File: config.mk
export PLATFORM = sky130hd
export DESIGN_NAME = sdram_write_buffer_flat
export DESIGN_NICKNAME = d
export VERILOG_FILES = /design/src/rtl/sdram_write_buffer_if.sv /design/src/rtl/sdram_write_buffer.sv /design/src/flat_wrapper.sv
export SDC_FILE = /design/constraint.sdc
export NUM_CORES = 1
export LEC_CHECK = 0
export CAP_MARGIN = 40
export CORE_MARGIN = 2
export CORE_UTILIZATION = 28
export CTS_CLUSTER_DIAMETER = 50
export DETAILED_ROUTE_END_ITERATION = 6
export GPL_TIMING_DRIVEN = 1
export PLACE_DENSITY = 0.49
export SETUP_SLACK_MARGIN = 0.5
export SLEW_MARGIN = 20
export SYNTH_ARGS = -nofsm -noshare
export SYNTH_HDL_FRONTEND = slang
export SYNTH_SLANG_ARGS = --single-unit
File: constraint.sdc
create_clock -name i_clk -period 4.8 [get_ports i_clk]
set_clock_uncertainty 0.2 [all_clocks]
set_input_delay 0.72 -clock i_clk [delete_from_list [all_inputs] [get_ports i_clk]]
set_output_delay 0.72 -clock i_clk [all_outputs]
set_load 0.005 [all_outputs]
File: src/rtl/sdram_write_buffer_if.sv
// SDRAM-side write request bus of the write buffer.
// The master drives the request; the slave (controller) returns the ack.
interface sdram_write_buffer_if #(
    parameter int DATA_W = 16,
    parameter int ADDR_W = 19
);
    logic              o_sdramWrReq;
    logic [ADDR_W-1:0] o_sdramAddr;
    logic [DATA_W-1:0] o_sdramData;
    logic              i_sdramWrAck;

    modport master (
        output o_sdramWrReq,
        output o_sdramAddr,
        output o_sdramData,
        input  i_sdramWrAck
    );

    modport slave (
        input  o_sdramWrReq,
        input  o_sdramAddr,
        input  o_sdramData,
        output i_sdramWrAck
    );
endinterface

File: src/rtl/sdram_write_buffer.sv
// FIFO of {addr,data} write words feeding an SDRAM controller request port.
// Optional sticky overflow flag enabled by SDRAM_WRBUF_OVERFLOW_EN.
module sdram_write_buffer #(
    parameter int DEPTH  = 16,
    parameter int DATA_W = 16,
    parameter int ADDR_W = 19
) (
    input  logic              i_clk,
    input  logic              i_rst_n,
    input  logic [DATA_W-1:0] i_data,
    input  logic [ADDR_W-1:0] i_addr,
    input  logic              i_enableWrite,
    output logic              o_full,
    output logic              o_empty,
    output logic              o_busy,
    input  logic              i_clrOverflow,
    output logic              o_overflow,
    sdram_write_buffer_if.master sd
);
    localparam int PW = $clog2(DEPTH);
    localparam int CW = PW + 1;

    if (DEPTH < 4 || (DEPTH & (DEPTH - 1)) != 0) begin : g_bad_depth
        $error("DEPTH must be a power of 2 and at least 4");
    end

    typedef enum logic {
        S_IDLE,
        S_REQ
    } state_t;

    state_t r_state;
    state_t w_state_nxt;

    logic [ADDR_W-1:0] r_mem_addr [DEPTH];
    logic [DATA_W-1:0] r_mem_data [DEPTH];
    logic [PW-1:0]     r_wptr;
    logic [PW-1:0]     r_rptr;
    logic [CW-1:0]     r_count;
    logic [CW-1:0]     w_count_nxt;
    logic              r_full;
    logic              r_empty;
    logic              r_avail;
    logic              r_req;
    logic [ADDR_W-1:0] r_out_addr;
    logic [DATA_W-1:0] r_out_data;
    logic              w_push;
    logic              w_pop;
    logic              w_ack;

    assign w_ack  = sd.i_sdramWrAck;
    assign w_push = i_enableWrite & ~r_full;

    always_comb begin
        w_state_nxt = r_state;
        w_pop       = 1'b0;
        case (r_state)
            // r_avail delays the idle launch one cycle behind the flags
            S_IDLE: begin
                if (r_avail && !r_empty) begin
                    w_pop       = 1'b1;
                    w_state_nxt = S_REQ;
                end
            end
            S_REQ: begin
                if (w_ack) begin
                    if (!r_empty) begin
                        w_pop = 1'b1;
                    end else begin
                        w_state_nxt = S_IDLE;
                    end
                end
            end
            default: w_state_nxt = S_IDLE;
        endcase
    end

    always_comb begin
        w_count_nxt = r_count;
        if (w_push && !w_pop) begin
            w_count_nxt = r_count + CW'(1);
        end else if (!w_push && w_pop) begin
            w_count_nxt = r_count - CW'(1);
        end
    end

    always_ff @(posedge i_clk) begin
        if (!i_rst_n) begin
            r_state <= S_IDLE;
        end else begin
            r_state <= w_state_nxt;
        end
    end

    always_ff @(posedge i_clk) begin
        if (!i_rst_n) begin
            r_wptr  <= '0;
            r_rptr  <= '0;
            r_count <= '0;
            r_full  <= 1'b0;
            r_empty <= 1'b1;
            r_avail <= 1'b0;
        end else begin
            if (w_push) begin
                r_wptr <= r_wptr + PW'(1);
            end
            if (w_pop) begin
                r_rptr <= r_rptr + PW'(1);
            end
            r_count <= w_count_nxt;
            r_full  <= (w_count_nxt == CW'(DEPTH));
            r_empty <= (w_count_nxt == '0);
            r_avail <= ~r_empty;
        end
    end

    always_ff @(posedge i_clk) begin
        if (w_push) begin
            r_mem_addr[r_wptr] <= i_addr;
            r_mem_data[r_wptr] <= i_data;
        end
    end

    always_ff @(posedge i_clk) begin
        if (!i_rst_n) begin
            r_req      <= 1'b0;
            r_out_addr <= '0;
            r_out_data <= '0;
        end else if (w_pop) begin
            r_req      <= 1'b1;
            r_out_addr <= r_mem_addr[r_rptr];
            r_out_data <= r_mem_data[r_rptr];
        end else if (r_state == S_REQ && w_ack) begin
            r_req <= 1'b0;
        end
    end

`ifdef SDRAM_WRBUF_OVERFLOW_EN
    logic r_overflow;

    // a drop in the same cycle as a clear keeps the flag set
    always_ff @(posedge i_clk) begin
        if (!i_rst_n) begin
            r_overflow <= 1'b0;
        end else if (i_enableWrite && r_full) begin
            r_overflow <= 1'b1;
        end else if (i_clrOverflow) begin
            r_overflow <= 1'b0;
        end
    end

    assign o_overflow = r_overflow;
`else
    logic w_unused_clr;

    assign w_unused_clr = i_clrOverflow;
    assign o_overflow   = 1'b0;
`endif

    assign o_full          = r_full;
    assign o_empty         = r_empty;
    assign o_busy          = r_req | ~r_empty;
    assign sd.o_sdramWrReq = r_req;
    assign sd.o_sdramAddr  = r_out_addr;
    assign sd.o_sdramData  = r_out_data;
endmodule

File: src/flat_wrapper.sv
// flat-port wrapper written by rule: the top's interface ports become plain ports
module sdram_write_buffer_flat 
#(
    parameter int DEPTH  = 16,
    parameter int DATA_W = 16,
    parameter int ADDR_W = 19
)
  (i_clk, i_rst_n, i_data, i_addr, i_enableWrite, o_full, o_empty, o_busy, i_clrOverflow, o_overflow, sd_o_sdramWrReq, sd_o_sdramAddr, sd_o_sdramData, sd_i_sdramWrAck);
  sdram_write_buffer_if #(.DATA_W(DATA_W), .ADDR_W(ADDR_W)) sd_i ();
  input  logic i_clk;
  input  logic i_rst_n;
  input  logic [DATA_W-1:0] i_data;
  input  logic [ADDR_W-1:0] i_addr;
  input  logic i_enableWrite;
  output logic o_full;
  output logic o_empty;
  output logic o_busy;
  input  logic i_clrOverflow;
  output logic o_overflow;
  output wire logic [$bits(sd_i.o_sdramWrReq)-1:0] sd_o_sdramWrReq;
  output wire logic [$bits(sd_i.o_sdramAddr)-1:0] sd_o_sdramAddr;
  output wire logic [$bits(sd_i.o_sdramData)-1:0] sd_o_sdramData;
  input wire logic [$bits(sd_i.i_sdramWrAck)-1:0] sd_i_sdramWrAck;
  assign sd_o_sdramWrReq = sd_i.o_sdramWrReq;
  assign sd_o_sdramAddr = sd_i.o_sdramAddr;
  assign sd_o_sdramData = sd_i.o_sdramData;
  assign sd_i.i_sdramWrAck = sd_i_sdramWrAck;
  sdram_write_buffer #(.DEPTH(DEPTH), .DATA_W(DATA_W), .ADDR_W(ADDR_W)) u_core (.i_clk(i_clk), .i_rst_n(i_rst_n), .i_data(i_data), .i_addr(i_addr), .i_enableWrite(i_enableWrite), .o_full(o_full), .o_empty(o_empty), .o_busy(o_busy), .i_clrOverflow(i_clrOverflow), .o_overflow(o_overflow), .sd(sd_i));
endmodule
# Yosys cells after proc, flatten, opt, wreduce, memory -nomap -nowiden
# Memories as Yosys holds them, arrays and structs flattened. A register that Yosys moved wholly into a read port is not among the register bits.
# Index checks and enable logic that the tools add are counted.
dict set report op_classes {
  n_addsub 4
  n_mul 0
  div 0
  order_cmp 0
  eq_ne 1
  shift 0
  muxes 12
  bitwise 5
  n_reduce_logical 11
}
# operator count
set op_table {}
lappend op_table {{$mux 5} 2}
lappend op_table {{$add 4x1->4 const B} 2}
lappend op_table {{$mux 1} 8}
lappend op_table {{$add 5x1->5 const B} 1}
lappend op_table {{$eq 5x5->1 const B} 1}
lappend op_table {{$logic_not 1->1} 5}
lappend op_table {{$logic_not 5->1} 1}
lappend op_table {{$sub 5x1->5 const B} 1}
lappend op_table {{$logic_and 1x1->1} 4}
lappend op_table {{$pmux 1 s2} 2}
lappend op_table {{$not 1->1} 3}
lappend op_table {{$reduce_bool 2->1} 1}
lappend op_table {{$and 1x1->1} 1}
lappend op_table {{$or 1x1->1} 1}
dict set report word_totals {
  register_bits 18
  latchBits 0
  ram_bits 560
  romBits 0
  inputBits 40
  word_cells 43
  mem_count 2
}
# memory words word_bits read_ports rd_ports_with_merged_regs write_ports line_no
set memory_table {}
lappend memory_table {u_core.r_mem_addr 16 19 1 1 1 sdram_write_buffer.sv:35} ;# logic [ADDR_W-1:0] r_mem_addr [DEPTH];
lappend memory_table {u_core.r_mem_data 16 16 1 1 1 sdram_write_buffer.sv:36} ;# logic [DATA_W-1:0] r_mem_data [DEPTH];

# Depth between registers and ports, before layout
# Gate-level depths: netlist (run 1).
dict set report logic_depth {
  ltp_word 8
  depth_mapped 8
}

# Worst setup path before layout (run 1)
# OpenSTA, ideal clock, no wires.
dict set report synth_timing {
  kind {input to register}
  start {input port i_enableWrite}
  end {memory u_core.r_mem_addr[3][0] (enable)}
  setup_ns 0.471
  arrival_ns 3.791
  required_time_ns 4.129
  slack_ns 0.338
  cell_stages 4
  path_buffers 1
  cell_sequence {nor2b_1 -> buf_2 -> nand2_1 -> nor3_1}
}
dict set report synth_via {
  elab_chain_len 3
}
# item line_no
set synth_lines {}
lappend synth_lines {{from (decl)} flat_wrapper.sv:14} ;# input logic i_enableWrite;
lappend synth_lines {{$and 1x1->1} sdram_write_buffer.sv:52} ;# assign w_push = i_enableWrite & ~r_full;
lappend synth_lines {{$mux 1} sdram_write_buffer.sv:118} ;# if (w_push) begin
lappend synth_lines {{$mux 1 (implied by the code)} sdram_write_buffer.sv:119} ;# r_mem_addr[r_wptr] <= i_addr;
lappend synth_lines {{to (decl)} sdram_write_buffer.sv:35}
# Every way passes these cells.

# Worst setup path after layout (run 1)
dict set report layout_timing {
  start {input port i_enableWrite}
  end {memory u_core.r_mem_data[5][1] (enable)}
}
dict set report layout_via {
  elab_chain_len 3
}
# item line_no
set layout_lines {}
lappend layout_lines {{$and 1x1->1} sdram_write_buffer.sv:52}
lappend layout_lines {{$mux 1} sdram_write_buffer.sv:118}
lappend layout_lines {{$mux 1 (implied by the code)} sdram_write_buffer.sv:120} ;# r_mem_data[r_wptr] <= i_data;
lappend layout_lines {{to (decl)} sdram_write_buffer.sv:36}
# Every way passes these cells.

==> results of run 1 <==
worst reg2reg max path, stage by stage, from the launching register on:
cell	delay, ns
dfxtp_4	0.83
buf_4	0.52
mux2_2	0.39
a21boi_0	0.23
a22oi_1	0.14
nand3_1	0.15
o211ai_1	0.10
power groups by stage:
stage	logic (mW)	registers, mW	clock network, mW
3_3_place_gp	0.677	6.09	0
6_report	0.670	5.99	5.46
3_5_place_dp	0.688	6.10	0
4_1_cts	0.689	5.99	5.61
2_1_floorplan	0.428	6.06	0
5_1_grt	0.737	5.99	5.82
flip-flops by register name, summed over array words and instances (netlist names):
register,count
u_core.sd.o_sdramWrReq,1
u_core.r_avail,1
u_core.r_wptr,4
u_core.r_rptr,4
u_core.sd.o_sdramAddr,19
u_core.o_full,1
u_core.sd.o_sdramData,16
u_core.r_mem_addr,304
u_core.r_state,1
u_core.r_mem_data,256
u_core.r_count,5
u_core.o_empty,1
layer usage:
| layer | part of all wire | vias to the layer above | GRT usage |
|---|---|---|---|
| met4 | 0.020 | 2 | 0.0407 |
| met3 | 0.043 | 73 | 0.0235 |
| met1 | 0.43 | 6186 | 0.159 |
| met2 | 0.50 | 220 | 0.217 |
| met5 | 0.00024 | - | 0 |
| li1 | - | 5447 | - |
metrics by stage:
| step | worst slack [ns] | hold slack [ns] | std cells | power [mW] | utilization |
|---|---|---|---|---|---|
| final | 2.02 | 0.267 | 2610 | 12.1 | 0.342 |
| after global routing | 1.86 | 0.294 | 2610 | 12.6 | 0.342 |
| after CTS | 2.00 | 0.272 | 2610 | 12.3 | 0.342 |
| after detailed placement | 1.36 | 0.265 | 2466 | 6.79 | 0.313 |
| after global placement | 1.38 | 0.256 | 2465 | 6.77 | 0.313 |
| after floorplan | 1.27 | 0.261 | 1286 | 6.49 | - |
worst paths after layout:
check                                             start                                     end  slack [ns]  cells after the start
setup reg to reg          u_core.r_rptr[0]$_SDFFE_PN0P_  u_core.sd.o_sdramData[14]$_SDFFE_PN0P_        2.10                      6
hold / removal    u_core.sd.o_sdramData[7]$_SDFFE_PN0P_   u_core.sd.o_sdramData[7]$_SDFFE_PN0P_        0.27                      2
setup / recovery                          i_enableWrite       u_core.r_mem_data[5][1]$_DFFE_PP_        2.02                      6
hold reg to reg   u_core.sd.o_sdramData[7]$_SDFFE_PN0P_   u_core.sd.o_sdramData[7]$_SDFFE_PN0P_        0.27                      2
final cells by class:
type                            instances  area [um^2]  share of cell area
Multi-Input combinational cell        592         5660               0.197
Sequential cell                       613        17900               0.624
Clock buffer                          100         2050              0.0717
Clock inverter                         44          387              0.0135
Timing Repair Buffer                  119         1220              0.0427
Inverter                                8         30.0             0.00105
Tap cell                             1134         1420              0.0495
placed cells by master (no fill, tap or decap), drive strengths merged, types with 2 or more instances in the layout:
cell / Yosys / final
clkbuf: 32 / 100
nand2: 50 / 50
ha: 7 / 7
a22oi: 35 / 35
a21o: 2 / 2
a21boi: 35 / 35
nand4: 3 / 3
clkinvlp: 0 / 4
xnor2: 5 / 5
clkdlybuf4s50: 0 / 77
nand2b: 4 / 4
nor3: 8 / 8
bufinv: 0 / 2
a211oi: 2 / 2
o211ai: 35 / 35
edfxtp: 560 / 560
clkinv: 0 / 29
buf: 41 / 42
o21ai: 36 / 36
o31ai: 2 / 2
inv: 8 / 17
and2: 4 / 4
a21oi: 39 / 39
mux2i: 106 / 106
nand3: 35 / 35
o21a: 2 / 2
and3: 2 / 2
xor2: 3 / 3
mux4: 70 / 70
dfxtp: 53 / 53
nor2: 22 / 22
a2111oi: 2 / 2
mux2: 71 / 71
logic make-up (layout without fill, tap and decap cells):
group | count (synthesis) | after routing | synth area share
muxes | 247 | 247 | 0.145
xor gates and xnor gates | 8 | 8 | 0.00295
buffers and inverters | 81 | 271 | 0.0146
other | 1 | 1 | 0.000158
AOI/OAI and AO/OA | 196 | 196 | 0.0546
adders and majority gates | 7 | 7 | 0.00369
and+or+nand+nor | 133 | 133 | 0.0258
DFF | 613 | 613 | 0.753
==> out/metrics.cfg, run 1 <==
[pwr]
pwr-share-clk = 0.451
p_switching_mw = 2.69
leakage_nw = 8.62
powerDensity_nw_per_um2 = 423
vdd_drop_max_v = 0.000253
internal_power_mw = 9.43
p_seq_frac = 0.494
swShare = 0.222
combPwrFrac = 0.055

[timing]
min_period_over_period = 0.580
setup_viol = 0
worst_slew_pin_slew_ns = 0.783
slew_violations = 0
min_period_ns = 2.78
fmax_mhz = 359
hold_viol = 0
setup_tns_ns = 0
relSlewSlack = 0.478
rsz0062_at_grt = false

[synthesis]
syn_area_per_cell_um2 = 18.5
synth_edf_count = 560
ys_ff_latch = 613
yosysTopAreaCell = edfxtp_1
yosys-top-cells-count = edfxtp_1, mux2i_1, mux2_2
synth_warnings = 0
async_flop_share = 0
synth.top_cell.area_share = 0.709
synthesis.nets = 1333
synthCells = 1286
yosysSeqAreaShare = 0.753
syn-cell-area_um2 = 23700
synth_area_leaders = edfxtp_1, mux4_2, dfxtp_1, mux2i_1, mux2_2
yosysMostFrequentCell = edfxtp_1
ys.flop_type = edfxtp_1
yosysUniqueCellTypes = 46

[grt]
antenna_found_initial = 1
grt_pass1_wl_um = 80800
grt-ovfl-total = 0
grt_max_degree = 79
globalRouteTotalUtil = 0.126
first_global_vias = 12600

[floorplanning]
ios = 80
die_width_um = 295
start_util = 0.283
die_height_um = 295
die_area_um2 = 87100
rows = 106
design.core.area_um2 = 83800

[clock_network]
clock-sinks = 613
cts.clk_slew.worst_paths_ns = 0.05
post-cts-setup-buffers = 0
cts_tree = done
clkLatencyLatePin_ns = 0.62
ctsResizeCount = 0
root_buffer = clkbuf_16
cts_max_level = 3
clockBufferDepth = 3
cts-buffers-inserted = 78
cts.hold.buffers_added = 0

[route]
first_pass_iters = 5
drt-total-wl_um = 54400
postRouteAntennaNets = 0
wl_per_cell_um = 20.8
vias_per_cell = 4.57
drt-initial-drc-count = 658
vias = 11900
drcViolationCount = 0

[layout]
area_delta_synth_final_pct = 20.7
n_antenna_cell = 0
stdcell_area_um2 = 28700
layout-drive-gt1-share = 0.220
nFillCells = 8004
final_nets = 1459

[setup_path]
path_max_fanout = 15
cp-end-kind = flip-flop
critPathTopFamily = simple AND/OR/NAND/NOR gates
crit_arrival_ns = 2.88
critPathSlowestCell = nor2_4
path_class = in -> reg
crit_buf_inv = 3
cp_common_cell = buf_4
crit_path_start_kind = input pin
path_cells = clkdlybuf4s50_1, nor2b_1, buf_4, nand2_1, nor2_4, buf_4
max_stage_delay_ns = 0.70
required_ns = 4.90

[min_path]
hold_path.class = reg -> reg

[place]
io_buffers = 77
place_congestion = 0.694
place_area_um2 = 26200
hpwl_um = 30000

[run]
maxCapViolCount = 0

[run_status]
status = completed

Power figures use the tool's default switching activity.
==> inputs of run 2 (changes only) <==
clock period = 2.9 ns   (was 4.8 ns; I/O delays follow)
==> run 2 against run 1 <==
Routed wire length up 2.0%; combinational power up 79%; cell area up 2.8%; critical path depth down 5; power up 74%; utilization up 0.96 points; first-iteration DRC count up 22%; non-clock buffer count up 21; sequential power up 65%; worst setup slack worse by 1.4 ns; highest routed layer is now met4.
==> out/metrics.cfg, run 2 (same netlist as run 1, synthesis figures left out) <==
[run_status]
status = completed

[setup_path]
crit_arrival_ns = 1.65  ; -1.23 ns
timing.rr.start = u_core.r_rptr[0]$_SDFFE_PN0P_
path_depth = 1  ; -5
crit_path_start_kind = flip-flop
endpoint = sd_o_sdramAddr[12]
required_ns = 2.27  ; -2.63 ns
cp-end-kind = primary output
crit_buf_inv = 1  ; -2
max_stage_delay_ns = 0.57  ; -0.13 ns
critPathTopFamily = buffers and inverters
rrSetupSlack_ns = 0.62  ; -1.48 ns
r2r-end = u_core.sd.o_sdramAddr[6]$_SDFFE_PN0P_
critPathSlowestCell = clkdlybuf4s50_1
path_class = reg -> out
path_max_fanout = 2  ; -13
worstRegToRegCells = 4  ; -2
critical_path.startpoint = u_core.sd.o_sdramAddr[12]$_SDFFE_PN0P_
path_cells = clkdlybuf4s50_1

[run]
maxCapViolCount = 0  ; unchanged

[timing]
min_period_over_period = 0.789
rsz0062_at_grt = false
setup_viol = 0  ; unchanged
worst_slew_pin_slew_ns = 0.625  ; -0.158 ns
fmax_mhz = 437
hold_viol = 0  ; unchanged
slew_violations = 0  ; unchanged
relSlewSlack = 0.582  ; +0.104
min_period_ns = 2.29
setup_tns_ns = 0  ; unchanged

[pwr]
vdd_drop_max_v = 0.000377  ; +49%
powerDensity_nw_per_um2 = 715  ; +69%
leakage_nw = 8.97  ; +4.0%

[min_path]
hold_path.class = reg -> reg
whs_path_depth = 2  ; unchanged

[clock_network]
post-cts-setup-buffers = 0  ; unchanged
cts_max_level = 3  ; unchanged
root_buffer = clkbuf_16
clockBufferDepth = 3  ; unchanged
clkLatencyLatePin_ns = 0.63  ; about the same
clock-sinks = 613  ; unchanged
cts-buffers-inserted = 78  ; unchanged
cts.clk_slew.worst_paths_ns = 0.06  ; about the same
cts_tree = done

[route]
postRouteAntennaNets = 0  ; unchanged
drt-initial-drc-count = 803  ; +22%
drcViolationCount = 0  ; unchanged
drt-total-wl_um = 55500  ; +2.0%
wl_per_cell_um = 21.1  ; +1.1%
vias = 12100  ; +1.1%
vias_per_cell = 4.58  ; +0.24%
first_pass_iters = 5  ; unchanged

[floorplanning]
ios = 80  ; unchanged
design.core.area_um2 = 83800  ; unchanged
die_width_um = 295  ; unchanged
die_area_um2 = 87100  ; unchanged
rows = 106  ; unchanged
start_util = 0.283  ; unchanged
die_height_um = 295  ; unchanged

[layout]
area_delta_synth_final_pct = 24.1
stdcell_area_um2 = 29500  ; +2.8%
n_antenna_cell = 0  ; unchanged
layout.cells.most_common = edfxtp_1
largest_reg_flops = 304  ; unchanged
largest-register = u_core.r_mem_addr
layout-drive-gt1-share = 0.242  ; +0.0215
nFillCells = 7912  ; -1.1%
final_cell_mix = edfxtp_1, mux2i_1, clkbuf_16
final_nets = 1480  ; +1.4%

[grt]
grt_max_degree = 53  ; -33%
globalRouteTotalUtil = 0.128  ; +0.00259
grt-ovfl-total = 0  ; unchanged
first_global_vias = 12600  ; +0.28%
antenna_found_initial = 2  ; +1
grt_pass1_wl_um = 82100  ; +1.6%

[place]
io_buffers = 77  ; unchanged
place_area_um2 = 26700  ; +2.0%
hpwl_um = 30900  ; +3.0%
place_congestion = 0.705  ; +1.7%

-- run 2: through the flow --
step                      cells   util  total power, mW  hold WS [ns]  setup WS [ns]
after floorplan            1286      -             10.8         0.261          0.290
after global placement     2487  0.319             11.3         0.258          0.370
after detailed placement   2487  0.319             11.3         0.263          0.303
after CTS                  2632  0.351             21.4         0.276          0.543
after global routing       2632  0.351             21.8         0.299          0.503
final                      2632  0.351             21.1         0.273          0.610
-- run 2: layout make-up --
| cell class | count | area, um^2 | area share |
|---|---|---|---|
| well taps | 1134 | 1420 | 0.0482 |
| multi-input cells | 592 | 5690 | 0.193 |
| clock inverters | 55 | 671 | 0.0228 |
| clock buffers | 90 | 2050 | 0.0695 |
| repair buffers | 140 | 1710 | 0.0581 |
| flip-flops and latches | 613 | 17900 | 0.607 |
| inverters | 8 | 30.0 | 0.00102 |
-- run 2: worst min-delay path by stage --
stage                                                startpoint                               endpoint  slack [ns]
after global placement    u_core.sd.o_sdramAddr[2]$_SDFFE_PN0P_  u_core.sd.o_sdramAddr[2]$_SDFFE_PN0P_        0.26
after detailed placement  u_core.sd.o_sdramAddr[2]$_SDFFE_PN0P_  u_core.sd.o_sdramAddr[2]$_SDFFE_PN0P_        0.26
after floorplan             u_core.sd.o_sdramWrReq$_SDFFE_PN0P_    u_core.sd.o_sdramWrReq$_SDFFE_PN0P_        0.26
after global routing        u_core.sd.o_sdramWrReq$_SDFFE_PN0P_    u_core.sd.o_sdramWrReq$_SDFFE_PN0P_        0.30
final                       u_core.sd.o_sdramWrReq$_SDFFE_PN0P_    u_core.sd.o_sdramWrReq$_SDFFE_PN0P_        0.27
after CTS                 u_core.sd.o_sdramAddr[2]$_SDFFE_PN0P_  u_core.sd.o_sdramAddr[2]$_SDFFE_PN0P_        0.28
-- run 2: report_power, final --
part	switching [mW]	internal (mW)	leakage, nW	total, mW
Clock	3.84	6.13	1.30	9.98
Combinational	0.628	0.573	2.17	1.20
Sequential	0.0897	9.80	5.49	9.89
Total	4.56	16.5	8.97	21.1
-- run 2: per-layer routing --
metal | GRT usage | wire length (um) | vias to the layer above
li1 | - | - | 5490
met1 | 0.171 | 25000 | 6264
met2 | 0.213 | 27100 | 234
met3 | 0.0227 | 2290 | 70
met4 | 0.0394 | 1080 | 0
met5 | 0 | 0 | -
-- run 2: repair_timing --
action,CTS,global route
setup endpoints to repair,1,4
hold buffers,0,0
cloned,0,0
pin swaps,0,0
gates resized for setup,1,1
